--- config.mk ---
export PLATFORM = sky130hd
export DESIGN_NAME = axi_lite_mem_master_flat
export DESIGN_NICKNAME = d
export VERILOG_FILES = /design/src/rtl/axi_lite_mem_pkg.sv /design/src/rtl/AXI_ift.sv /design/src/rtl/axi_lite_mem_master.sv /design/src/flat_wrapper.sv
export SDC_FILE = /design/constraint.sdc
export NUM_CORES = 1
export LEC_CHECK = 0
export BUFFER_PORTS_ARGS = -buffer_cell sky130_fd_sc_hd__buf_2
export CAP_MARGIN = 5
export CORE_AREA = 8 8 196 198
export DETAILED_ROUTE_END_ITERATION = 12
export DIE_AREA = 0 0 204 206
export PLACE_DENSITY = 0.52
export SYNTH_ARGS = -nofsm -noshare
export SYNTH_HDL_FRONTEND = slang
export SYNTH_SLANG_ARGS = --single-unit
--- constraint.sdc ---
create_clock -name clk -period 9.81 [get_ports clk]
set_clock_uncertainty 0.2 [all_clocks]
set_input_delay 0.981 -clock clk [delete_from_list [all_inputs] [get_ports clk]]
set_output_delay 0.981 -clock clk [all_outputs]
set_load 0.02 [all_outputs]
--- src/rtl/axi_lite_mem_pkg.sv ---
`default_nettype none
// ============================================================================
// Module   : axi_lite_mem_pkg
// Brief    : Shared types and AXI response codes for the AXI-lite memory master.
// Revision : 1.0 - initial release
// ============================================================================
package axi_lite_mem_pkg;

    typedef enum logic [2:0] {
        ST_IDLE  = 3'd0,
        ST_WADDR = 3'd1,
        ST_WRESP = 3'd2,
        ST_RADDR = 3'd3,
        ST_RDATA = 3'd4,
        ST_DONE  = 3'd5
    } mem_master_state_t;

    localparam logic [1:0] AXI_RESP_OKAY   = 2'b00;
    localparam logic [1:0] AXI_RESP_SLVERR = 2'b10;

endpackage
`default_nettype wire

--- src/rtl/AXI_ift.sv ---
`default_nettype none
// ============================================================================
// Module   : AXI_ift
// Brief    : AXI-lite channel bundle shared by the memory master and DDR slave.
// Revision : 1.0 - initial release
// ============================================================================
interface AXI_ift #(
    parameter int ADDR_WIDTH = 64,
    parameter int DATA_WIDTH = 64
);
    logic [ADDR_WIDTH-1:0]   awaddr;
    logic [2:0]              awprot;
    logic                    awvalid;
    logic                    awready;
    logic [DATA_WIDTH-1:0]   wdata;
    logic [DATA_WIDTH/8-1:0] wstrb;
    logic                    wvalid;
    logic                    wready;
    logic [1:0]              bresp;
    logic                    bvalid;
    logic                    bready;
    logic [ADDR_WIDTH-1:0]   araddr;
    logic [2:0]              arprot;
    logic                    arvalid;
    logic                    arready;
    logic [DATA_WIDTH-1:0]   rdata;
    logic [1:0]              rresp;
    logic                    rvalid;
    logic                    rready;

    modport Master (
        output awaddr, awprot, awvalid, input awready,
        output wdata, wstrb, wvalid, input wready,
        input  bresp, bvalid, output bready,
        output araddr, arprot, arvalid, input arready,
        input  rdata, rresp, rvalid, output rready
    );

    modport Slave (
        input  awaddr, awprot, awvalid, output awready,
        input  wdata, wstrb, wvalid, output wready,
        output bresp, bvalid, input bready,
        input  araddr, arprot, arvalid, output arready,
        output rdata, rresp, rvalid, input rready
    );
endinterface
`default_nettype wire

--- src/rtl/axi_lite_mem_master.sv ---
`default_nettype none
// ============================================================================
// Module   : axi_lite_mem_master
// Brief    : Single-outstanding CPU memory request to AXI-lite read/write bridge.
//            Optional debug state/visit counter: AXI_LITE_MEM_MASTER_DEBUG_EN.
// Revision : 1.0 - initial release
// ============================================================================
module axi_lite_mem_master
    import axi_lite_mem_pkg::*;
#(
    parameter int ADDR_WIDTH = 64,
    parameter int DATA_WIDTH = 64
) (
    input  logic                    clk,
    input  logic                    rst,
    input  logic                    req_valid,
    output logic                    req_ready,
    input  logic                    req_wen,
    input  logic [ADDR_WIDTH-1:0]   req_addr,
    input  logic [DATA_WIDTH-1:0]   req_wdata,
    input  logic [DATA_WIDTH/8-1:0] req_wmask,
    output logic                    resp_valid,
    output logic [DATA_WIDTH-1:0]   resp_rdata,
    output logic                    resp_err,
    AXI_ift.Master                  master_ift,
    output logic [2:0]              debug_state,
    output logic [31:0]             debug_visit_times
);

    mem_master_state_t r_state;
    mem_master_state_t w_state_next;

    logic [ADDR_WIDTH-1:0]   r_addr;
    logic [DATA_WIDTH-1:0]   r_wdata;
    logic [DATA_WIDTH/8-1:0] r_wstrb;
    logic                    r_awvalid;
    logic                    r_wvalid;
    logic                    r_arvalid;
    logic [DATA_WIDTH-1:0]   r_resp_rdata;
    logic                    r_resp_err;

    logic w_accept, w_aw_hs, w_w_hs, w_ar_hs, w_b_hs, w_r_hs;
    logic w_aw_done, w_w_done;
    logic w_req_ready, w_resp_valid, w_bready, w_rready;

    assign w_accept = (r_state == ST_IDLE) && req_valid;
    assign w_aw_hs  = r_awvalid && master_ift.awready;
    assign w_w_hs   = r_wvalid && master_ift.wready;
    assign w_ar_hs  = r_arvalid && master_ift.arready;
    assign w_b_hs   = w_bready && master_ift.bvalid;
    assign w_r_hs   = w_rready && master_ift.rvalid;
    // A dropped valid marks its channel as already handshaken
    assign w_aw_done = !r_awvalid || master_ift.awready;
    assign w_w_done  = !r_wvalid || master_ift.wready;

    always_ff @(posedge clk or posedge rst) begin
        if (rst) begin
            r_state <= ST_IDLE;
        end else begin
            r_state <= w_state_next;
        end
    end

    always_comb begin
        w_state_next = r_state;
        w_req_ready  = 1'b0;
        w_resp_valid = 1'b0;
        w_bready     = 1'b0;
        w_rready     = 1'b0;
        case (r_state)
            ST_IDLE: begin
                w_req_ready = 1'b1;
                if (req_valid) begin
                    w_state_next = req_wen ? ST_WADDR : ST_RADDR;
                end
            end
            ST_WADDR: begin
                if (w_aw_done && w_w_done) begin
                    w_state_next = ST_WRESP;
                end
            end
            ST_WRESP: begin
                w_bready = 1'b1;
                if (master_ift.bvalid) begin
                    w_state_next = ST_DONE;
                end
            end
            ST_RADDR: begin
                if (master_ift.arready) begin
                    w_state_next = ST_RDATA;
                end
            end
            ST_RDATA: begin
                w_rready = 1'b1;
                if (master_ift.rvalid) begin
                    w_state_next = ST_DONE;
                end
            end
            ST_DONE: begin
                w_resp_valid = 1'b1;
                w_state_next = ST_IDLE;
            end
            default: begin
                w_state_next = ST_IDLE;
            end
        endcase
    end

    always_ff @(posedge clk or posedge rst) begin
        if (rst) begin
            r_addr       <= '0;
            r_wdata      <= '0;
            r_wstrb      <= '0;
            r_awvalid    <= 1'b0;
            r_wvalid     <= 1'b0;
            r_arvalid    <= 1'b0;
            r_resp_rdata <= '0;
            r_resp_err   <= 1'b0;
        end else begin
            if (w_accept) begin
                r_addr    <= req_addr;
                r_wdata   <= req_wdata;
                r_wstrb   <= req_wmask;
                r_awvalid <= req_wen;
                r_wvalid  <= req_wen;
                r_arvalid <= !req_wen;
            end else begin
                if (w_aw_hs) r_awvalid <= 1'b0;
                if (w_w_hs)  r_wvalid  <= 1'b0;
                if (w_ar_hs) r_arvalid <= 1'b0;
            end
            if (w_b_hs) begin
                r_resp_err <= (master_ift.bresp != AXI_RESP_OKAY);
            end
            if (w_r_hs) begin
                r_resp_rdata <= master_ift.rdata;
                r_resp_err   <= (master_ift.rresp != AXI_RESP_OKAY);
            end
        end
    end

    assign req_ready          = w_req_ready;
    assign resp_valid         = w_resp_valid;
    assign resp_rdata         = r_resp_rdata;
    assign resp_err           = r_resp_err;

    assign master_ift.awaddr  = r_addr;
    assign master_ift.awprot  = 3'd0;
    assign master_ift.awvalid = r_awvalid;
    assign master_ift.wdata   = r_wdata;
    assign master_ift.wstrb   = r_wstrb;
    assign master_ift.wvalid  = r_wvalid;
    assign master_ift.bready  = w_bready;
    assign master_ift.araddr  = r_addr;
    assign master_ift.arprot  = 3'd0;
    assign master_ift.arvalid = r_arvalid;
    assign master_ift.rready  = w_rready;

`ifdef AXI_LITE_MEM_MASTER_DEBUG_EN
    logic [31:0] r_visit_times;

    always_ff @(posedge clk or posedge rst) begin
        if (rst) begin
            r_visit_times <= 32'd0;
        end else if (r_state == ST_DONE) begin
            r_visit_times <= r_visit_times + 32'd1;
        end
    end

    assign debug_state       = r_state;
    assign debug_visit_times = r_visit_times;
`else
    assign debug_state       = 3'd0;
    assign debug_visit_times = 32'd0;
`endif

endmodule
`default_nettype wire

--- src/flat_wrapper.sv ---
// flat-port wrapper written by rule: the top's interface ports become plain ports
module axi_lite_mem_master_flat import axi_lite_mem_pkg::*;
#(
    parameter int ADDR_WIDTH = 64,
    parameter int DATA_WIDTH = 64
)
  (clk, rst, req_valid, req_ready, req_wen, req_addr, req_wdata, req_wmask, resp_valid, resp_rdata, resp_err, debug_state, debug_visit_times, master_ift_awaddr, master_ift_awprot, master_ift_awvalid, master_ift_awready, master_ift_wdata, master_ift_wstrb, master_ift_wvalid, master_ift_wready, master_ift_bresp, master_ift_bvalid, master_ift_bready, master_ift_araddr, master_ift_arprot, master_ift_arvalid, master_ift_arready, master_ift_rdata, master_ift_rresp, master_ift_rvalid, master_ift_rready);
  AXI_ift #(.ADDR_WIDTH(ADDR_WIDTH), .DATA_WIDTH(DATA_WIDTH)) master_ift_i ();
  input  logic clk;
  input  logic rst;
  input  logic req_valid;
  output logic req_ready;
  input  logic req_wen;
  input  logic [ADDR_WIDTH-1:0] req_addr;
  input  logic [DATA_WIDTH-1:0] req_wdata;
  input  logic [DATA_WIDTH/8-1:0] req_wmask;
  output logic resp_valid;
  output logic [DATA_WIDTH-1:0] resp_rdata;
  output logic resp_err;
  output logic [2:0] debug_state;
  output logic [31:0] debug_visit_times;
  output wire logic [$bits(master_ift_i.awaddr)-1:0] master_ift_awaddr;
  output wire logic [$bits(master_ift_i.awprot)-1:0] master_ift_awprot;
  output wire logic [$bits(master_ift_i.awvalid)-1:0] master_ift_awvalid;
  input wire logic [$bits(master_ift_i.awready)-1:0] master_ift_awready;
  output wire logic [$bits(master_ift_i.wdata)-1:0] master_ift_wdata;
  output wire logic [$bits(master_ift_i.wstrb)-1:0] master_ift_wstrb;
  output wire logic [$bits(master_ift_i.wvalid)-1:0] master_ift_wvalid;
  input wire logic [$bits(master_ift_i.wready)-1:0] master_ift_wready;
  input wire logic [$bits(master_ift_i.bresp)-1:0] master_ift_bresp;
  input wire logic [$bits(master_ift_i.bvalid)-1:0] master_ift_bvalid;
  output wire logic [$bits(master_ift_i.bready)-1:0] master_ift_bready;
  output wire logic [$bits(master_ift_i.araddr)-1:0] master_ift_araddr;
  output wire logic [$bits(master_ift_i.arprot)-1:0] master_ift_arprot;
  output wire logic [$bits(master_ift_i.arvalid)-1:0] master_ift_arvalid;
  input wire logic [$bits(master_ift_i.arready)-1:0] master_ift_arready;
  input wire logic [$bits(master_ift_i.rdata)-1:0] master_ift_rdata;
  input wire logic [$bits(master_ift_i.rresp)-1:0] master_ift_rresp;
  input wire logic [$bits(master_ift_i.rvalid)-1:0] master_ift_rvalid;
  output wire logic [$bits(master_ift_i.rready)-1:0] master_ift_rready;
  assign master_ift_awaddr = master_ift_i.awaddr;
  assign master_ift_awprot = master_ift_i.awprot;
  assign master_ift_awvalid = master_ift_i.awvalid;
  assign master_ift_i.awready = master_ift_awready;
  assign master_ift_wdata = master_ift_i.wdata;
  assign master_ift_wstrb = master_ift_i.wstrb;
  assign master_ift_wvalid = master_ift_i.wvalid;
  assign master_ift_i.wready = master_ift_wready;
  assign master_ift_i.bresp = master_ift_bresp;
  assign master_ift_i.bvalid = master_ift_bvalid;
  assign master_ift_bready = master_ift_i.bready;
  assign master_ift_araddr = master_ift_i.araddr;
  assign master_ift_arprot = master_ift_i.arprot;
  assign master_ift_arvalid = master_ift_i.arvalid;
  assign master_ift_i.arready = master_ift_arready;
  assign master_ift_i.rdata = master_ift_rdata;
  assign master_ift_i.rresp = master_ift_rresp;
  assign master_ift_i.rvalid = master_ift_rvalid;
  assign master_ift_rready = master_ift_i.rready;
  axi_lite_mem_master #(.ADDR_WIDTH(ADDR_WIDTH), .DATA_WIDTH(DATA_WIDTH)) u_core (.clk(clk), .rst(rst), .req_valid(req_valid), .req_ready(req_ready), .req_wen(req_wen), .req_addr(req_addr), .req_wdata(req_wdata), .req_wmask(req_wmask), .resp_valid(resp_valid), .resp_rdata(resp_rdata), .resp_err(resp_err), .master_ift(master_ift_i), .debug_state(debug_state), .debug_visit_times(debug_visit_times));
endmodule
==> results of run 1 <==
[critical path, stage by stage, from the launching register on]
cell	delay, ns
dfrtp_1	0.54
nor3b_1	0.41
buf_2	0.26
[kinds of logic after synthesis]
kind of cell / after synthesis / share of synthesized area (%)
other: 1 / 0.0404
DFF: 207 / 55.9
muxes: 206 / 30.9
AOI/OAI and AO/OA: 9 / 0.675
buffers and inverters: 133 / 11.3
and+or+nand+nor: 16 / 1.23
[report_power, final]
group	internal, mW	switching [mW]	total (mW)
registers	1.29	0.294	1.58
clock network	0.536	0.362	0.899
logic	1.02	1.30	2.31
[cells in the final DEF, fill, tap and decap left out, drive strengths merged, types with 2 or more instances in the layout]
cell / netlist / layout
clkinv: 0 / 10
dfrtp: 207 / 207
buf: 130 / 489
inv: 2 / 3
o21ai: 3 / 3
nor3b: 2 / 2
mux2i: 3 / 3
nor3: 2 / 2
nor2b: 2 / 2
mux2: 203 / 203
conb: 1 / 41
nand2b: 2 / 2
diode: 0 / 2
clkbuf: 1 / 31
bufinv: 0 / 2
[flip-flops by register name (all words and copies together), names as in the netlist]
signal and cells:
u_core.master_ift.araddr 64, u_core.master_ift.arvalid 1, u_core.master_ift.awvalid 1, u_core.master_ift.wdata 64, u_core.master_ift.wstrb 8, u_core.master_ift.wvalid 1, u_core.r_state 3, u_core.resp_err 1
u_core.resp_rdata 64
[cell usage after synthesis, types with 2 or more instances]
library cell  instances
dfrtp_1             207
mux2_4              147
buf_4               105
mux2_1               56
buf_6                19
buf_2                 6
mux2i_1               3
o21ai_1               3
inv_1                 2
nand2b_1              2
nor2b_1               2
nor3b_1               2
[per-layer routing]
metal	GRT usage (%)	up-vias
met5	0	-
met4	3.21	4
met3	4.84	38
met2	19.9	300
met1	14.4	2869
li1	-	2667
[worst paths after layout]
kind                                              startpoint                                  endpoint  slack, ns  cells past startpoint
setup reg to reg               u_core.r_state[1]$_DFFE_PP0P_  u_core.master_ift.araddr[29]$_DFFE_PP0P_       6.92                      4
max in group asynchronous                                rst  u_core.master_ift.araddr[14]$_DFFE_PP0P_       7.80                      3
setup / recovery               u_core.r_state[1]$_DFFE_PP0P_                         master_ift_rready       6.89                      2
min in group asynchronous                                rst   u_core.master_ift.wdata[37]$_DFFE_PP0P_       0.33                      2
hold / removal             u_core.resp_rdata[42]$_DFFE_PP0P_         u_core.resp_rdata[42]$_DFFE_PP0P_       0.28                      1
hold reg to reg            u_core.resp_rdata[42]$_DFFE_PP0P_         u_core.resp_rdata[42]$_DFFE_PP0P_       0.28                      1
[stage by stage]
stage	power [mW]	cells	worst slack (ns)	utilization, %
6_report	4.79	1478	6.89	34.8
5_1_grt	5.07	1478	6.72	34.8
4_1_cts	4.89	1476	6.86	34.7
3_5_place_dp	3.94	1431	6.58	32.5
3_3_place_gp	3.92	1431	6.60	32.5
2_1_floorplan	3.31	612	2.98	-
[area by class of cell]
cell class / instances / area [µm²] / area share (%)
sequential: 207 / 5180 / 42.3
multi-input combinational: 272 / 3200 / 26.2
timing repair buffer: 489 / 2460 / 20.1
clock buffer: 31 / 668 / 5.46
tap: 461 / 577 / 4.71
clock inverter: 14 / 134 / 1.09
inverter: 2 / 15.0 / 0.123
antenna: 2 / 5.00 / 0.0409
==> results.md, run 1 <==
* Outcome: completed
* Power per Cell Area at 392 nW/µm²
* Yosys top cell by area: dfrtp_1
* ANT nets after route at 0
* Fillers at 3,529
* Register area share after synthesis at 55.9%
* CTS tree: yes
* Number of global-route vias before repair at 6,432
* Post-DP Area at 11,400 µm²
* Crit. End Element: primary output
* Total number of vias at 5,878
* Number of CTS-inserted buffers at 25
* HPWL after detailed placement at 21.0 mm
* Worst min-delay path category: register to register
* Data required time of the worst path at 8.63 ns
* Vias per cell at 3.98
* Leakage at 6.34 nW
* Avg WL per Cell at 18.5 µm
* GR Overflow Total at 0
* Nets@finish at 1,210
* Area of the mapped netlist at 9270 µm²
* Synth-to-Final Area Change at 32.1%
* Max_slew headroom at 29.7%
* Met2 wire len at 13.3 mm
* FMAX at 343 MHz
* I/O Buffers at 484
* Worst-path clk slew at 0.06 ns
* Drt first pass iters at 4
* Share of cells above drive strength 1 at 67.2%
* 1st-iter DRT viols at 171
* Final setup fails at 0
* Core Region at 35,200 µm²
* WL met3 at 3.05 mm
* Tot GR Track Use at 12.0%
* Synth top area share at 55.9%
* Maximum vdd drop at 209 µV
* Unique masters post-synth at 30
* Routed WL at 27.4 mm
* Initial core utilization at 26.3%
* # DRC at 0
* Tcrit/Tclk final at 29.7%
* Final-report max-slew violation count at 0
* Largest cells by area after synthesis: dfrtp_1 56%, mux2_4 24%, buf_4 8.5%, mux2_1 6.8%, buf_6 2.3%
* Htree depth at 1
* First-pass GRT wire length at 40.1 mm
* Initial antenna violation count at 4
* Die X at 204 µm
* Worst EP arrival at 1.73 ns
* Mapped Avg Cell Area at 16.2 µm²
* Largest net degree at the start of global routing at 79
* YS warnings at 0
* Metal1 wirelength at 10.5 mm
* Synthesis-stage register bit count at 207
* Highest metal used: met5
* WS Path Type: register to primary output
* Final Critical Period at 2.92 ns
* Hold_ws at 0.276 ns
* CTS Root Cell: clkbuf_16
* Worst skew pair latency at 0.52 ns
* CTS-repair resized insts at 0
* Die H at 206 µm
* Die ar. at 42,000 µm²
* # clock sinks at 207
* Final Instance Area at 12,200 µm²
* MaxCap Viol Count at 0
* Ports at 526
* # Post-CTS Setup Buffers at 0
* Cells after Synth at 572
* Clk buf depth at 3
* Number of enable flip-flop cells after synthesis at 0
* Slew @ Worst Pin at 1.05 ns
* GPL Wtd Cong at 0.750
* Crit path max fanout at 15
* Final hold violations at 0
* Post-synth ARST share at 100%
* Std cell rows at 69
* Number of hold buffers added after cts at 0
* Setup repair after global routing missed its margin: false
* Setup TNS at 0 ns
* CP startpoint kind: register
* Post-synth top flop: dfrtp_1
Note: power is estimated with default switching activity, not from simulation.
==> inputs of run 2 (changes only) <==
Settings changed: ABC_AREA set to 1, CORE_AREA 8 8 196 198 to 8 8 199 201, DIE_AREA 0 0 204 206 to 0 0 207 209, PLACE_DENSITY 0.52 to 0.49.
Clock period 9.81 ns to 3 ns, I/O delays scaled along.
==> run 2 against run 1 <==
Compared with the run above:
- non-clock buffer count grew 211
- count of clock-buffer cells in the layout grew 6
- core utilization grew 3.6 points
- first-iteration DRC count grew 130%
- register-to-register slack lost 6.2 ns
- sequential power grew to 3.1 times the previous value
- synthesized cell count grew 54%
- clock power grew to 3.2 times the previous value
- worst setup slack lost 6.1 ns
- sequential cell count is the same
- sequential share of layout area shrank 5.1 points
- critical endpoint is now u_core.master_ift.awvalid$_DFFE_PP0P_
- highest routed layer is now met4
==> results.md, run 2 <==
* List of most frequent post-synthesis cells: 432 x nand2_1, 207 x dfrtp_1, 109 x buf_4, 48 x mux2_2, 28 x buf_2
* Die X at 207 µm
* Largest family of logic cells by synthesized area: simple AND/OR/NAND/NOR gates
* Largest net degree at the start of global routing at 138
* Post-synthesis mux area share at 8.90%
* # Post-CTS Setup Buffers at 0
* PnR worst setup slack at 0.757 ns
* Placed insts at 1,740
* Data required time of the worst path at 3.29 ns
* Register area share after synthesis at 59.0%
* Vias per cell at 3.97
* # clock sinks at 207
* Setup repair after global routing missed its margin: false
* Initial core utilization at 24.2%
* I/O Buffers at 484
* Die ar. at 43,300 µm²
* Commonest non-fill, non-tap cell in the layout: buf_2
* Post-DP Area at 11,100 µm²
* Crit path max fanout at 30
* Final hold violations at 0
* CTS tree: yes
* Final Critical Period at 2.24 ns
* Synth-to-Final Area Change at 58.5%
* Largest cells by area after synthesis: dfrtp_1 59%, nand2_1 18%, buf_4 9.3%, mux2_2 6.2%, mux2_4 2.7%
* Outcome: completed
* 1st-iter DRT viols at 387
* Number of hold buffers added after cts at 207
* Clk buf depth at 3
* CP max stage delay at 0.56 ns
* Compound-Gate Fraction of Synth Area at 0.499%
* GR Overflow Total at 0
* Number of CTS-inserted buffers at 26
* Tcrit/Tclk final at 74.8%
* Area of the mapped netlist at 8780 µm²
* HPWL after detailed placement at 22.7 mm
* GPL Wtd Cong at 0.794
* Cells after Synth at 882
* Nets@finish at 1,720
* Worst skew pair latency at 0.55 ns
* Mapped Avg Cell Area at 9.95 µm²
* Ports at 526
* Critical Path, Cell by Cell: nor2_2 -> nand2_2 -> inv_2 -> nand2_4 -> inv_4 -> nand2_1 -> o21ai_0 -> dlygate4sd3_1
* Synthesis-stage register bit count at 207
* Worst EP arrival at 2.53 ns
* First-pass GRT wire length at 51.5 mm
* Htree depth at 1
* Initial antenna violation count at 0
* Design Power at 14.9 mW
* Maximum vdd drop at 643 µV
* Number of diodes at 0
* Worst-path clk slew at 0.06 ns
* Post-synth top flop: dfrtp_1
* CTS Root Cell: clkbuf_16
* Fraction of synthesized cell area in xor and xnor cells at 0%
* Avg WL per Cell at 16.3 µm
* Worst path top cell family by delay: buffers and inverters
* Buf/Inv on CP at 3
* Power per Cell Area at 1070 nW/µm²
* Crit. End Element: register
* Most common cell in the synthesized netlist: nand2_1
* FMAX at 446 MHz
* Most frequent cells in the layout: 484 x buf_2, 432 x nand2_1, 207 x dlygate4sd3_1, 207 x dfrtp_1, 48 x mux2_2
* WS Path Type: register to register
* Number of global-route vias before repair at 8,806
* Total number of vias at 7,901
* Non-Filler Instances at 1,992
* CP startpoint kind: register
* YS warnings at 0
* Slew @ Worst Pin at 0.657 ns
* Final setup fails at 0
* Drt first pass iters at 6
* Synth Area in Adders at 0%
* ANT nets after route at 0
* Unique masters post-synth at 23
* CTS-repair resized insts at 0
* Post-Synth Simple-Gate Area at 19.5%
* Max_slew headroom at 56.2%
* MaxCap Viol Count at 0
* DP Worst Slack at 0.947 ns
* Die H at 209 µm
* Final Instance Area at 13,900 µm²
* Routed WL at 32.5 mm
* Leakage at 7.76 nW
* Number of enable flip-flop cells after synthesis at 0
* Std cell rows at 70
* Worst min-delay path category: input port to register
* Synth top area share at 59.0%
* Slowest-stage cell, CP: dlygate4sd3_1
* Post-synth ARST share at 100%
* Yosys top cell by area: dfrtp_1
* # DRC at 0
* Share of cells above drive strength 1 at 39.4%
* Final-report max-slew violation count at 0
* Tot GR Track Use at 14.5%
* Core Region at 36,300 µm²
-- run 2: changes by cell type after synthesis, sizes merged, moves of 5 or more --
cell / change
nand2: +433
mux2: -139
buf: +11
inv: +11
nor2: +5
-- run 2: cells by family after synthesis --
| logic type | count (synthesis) |
|---|---|
| flops | 207 |
| compound gates | 8 |
| simple gates | 446 |
| buf+inv | 156 |
| mux | 64 |
| other cells | 1 |
-- run 2: routing by layer --
layer	global-route usage (%)	share of wire (%)	vias to the layer above
met5	0	0	-
met4	4.29	2.8	0
met3	5.87	9.4	52
met2	25.3	49	355
met1	16.2	39	3683
li1	-	-	3811
-- run 2: area by class of cell --
type	instances	area (µm²)
Fill cell	3571	22400
Timing Repair Buffer	700	4620
Sequential cell	207	5180
Inverter	13	55.1
Clock buffer	37	712
Multi-Input combinational cell	559	2700
Clock inverter	8	53.8
Tap cell	468	586
-- run 2: power breakdown --
| part | total, mW | internal [mW] | switching [mW] |
|---|---|---|---|
| clock network | 2.86 | 1.64 | 1.22 |
| logic | 7.02 | 2.46 | 4.56 |
| registers | 4.97 | 4.13 | 0.840 |
-- run 2: final timing paths --
kind | startpoint | end | slack [ns] | depth (start not counted)
hold reg to reg | u_core.master_ift.wdata[23]$_DFFE_PP0P_ | u_core.master_ift.wdata[23]$_DFFE_PP0P_ | 0.27 | 2
min in group asynchronous | rst | u_core.resp_rdata[52]$_DFFE_PP0P_ | 0.15 | 3
setup reg to reg | u_core.r_state[2]$_DFFE_PP0P_ | u_core.master_ift.awvalid$_DFFE_PP0P_ | 0.76 | 8
max in group asynchronous | rst | u_core.master_ift.araddr[2]$_DFFE_PP0P_ | 1.46 | 4
hold / removal | master_ift_bresp[0] | u_core.resp_err$_DFFE_PP0P_ | 0.03 | 5
setup / recovery | u_core.r_state[2]$_DFFE_PP0P_ | u_core.master_ift.awvalid$_DFFE_PP0P_ | 0.76 | 8
-- run 2: stage by stage --
stage	setup TNS (ns)	hold WS [ns]	util, %
final	0	0.0312	38.4
after global routing	0	0.0506	38.4
after CTS	0	0.000895	38.4
after detailed placement	0	0.159	30.5
after global placement	0	0.154	30.5
after floorplan	-38.55	0.210	-
-- run 2: worst min-delay path, cell delays in order --
cell and delay (ns):
buf_2 0.08, o21ai_0 0.07, o21ai_0 0.17, nand2_1 0.07, nand2_1 0.04
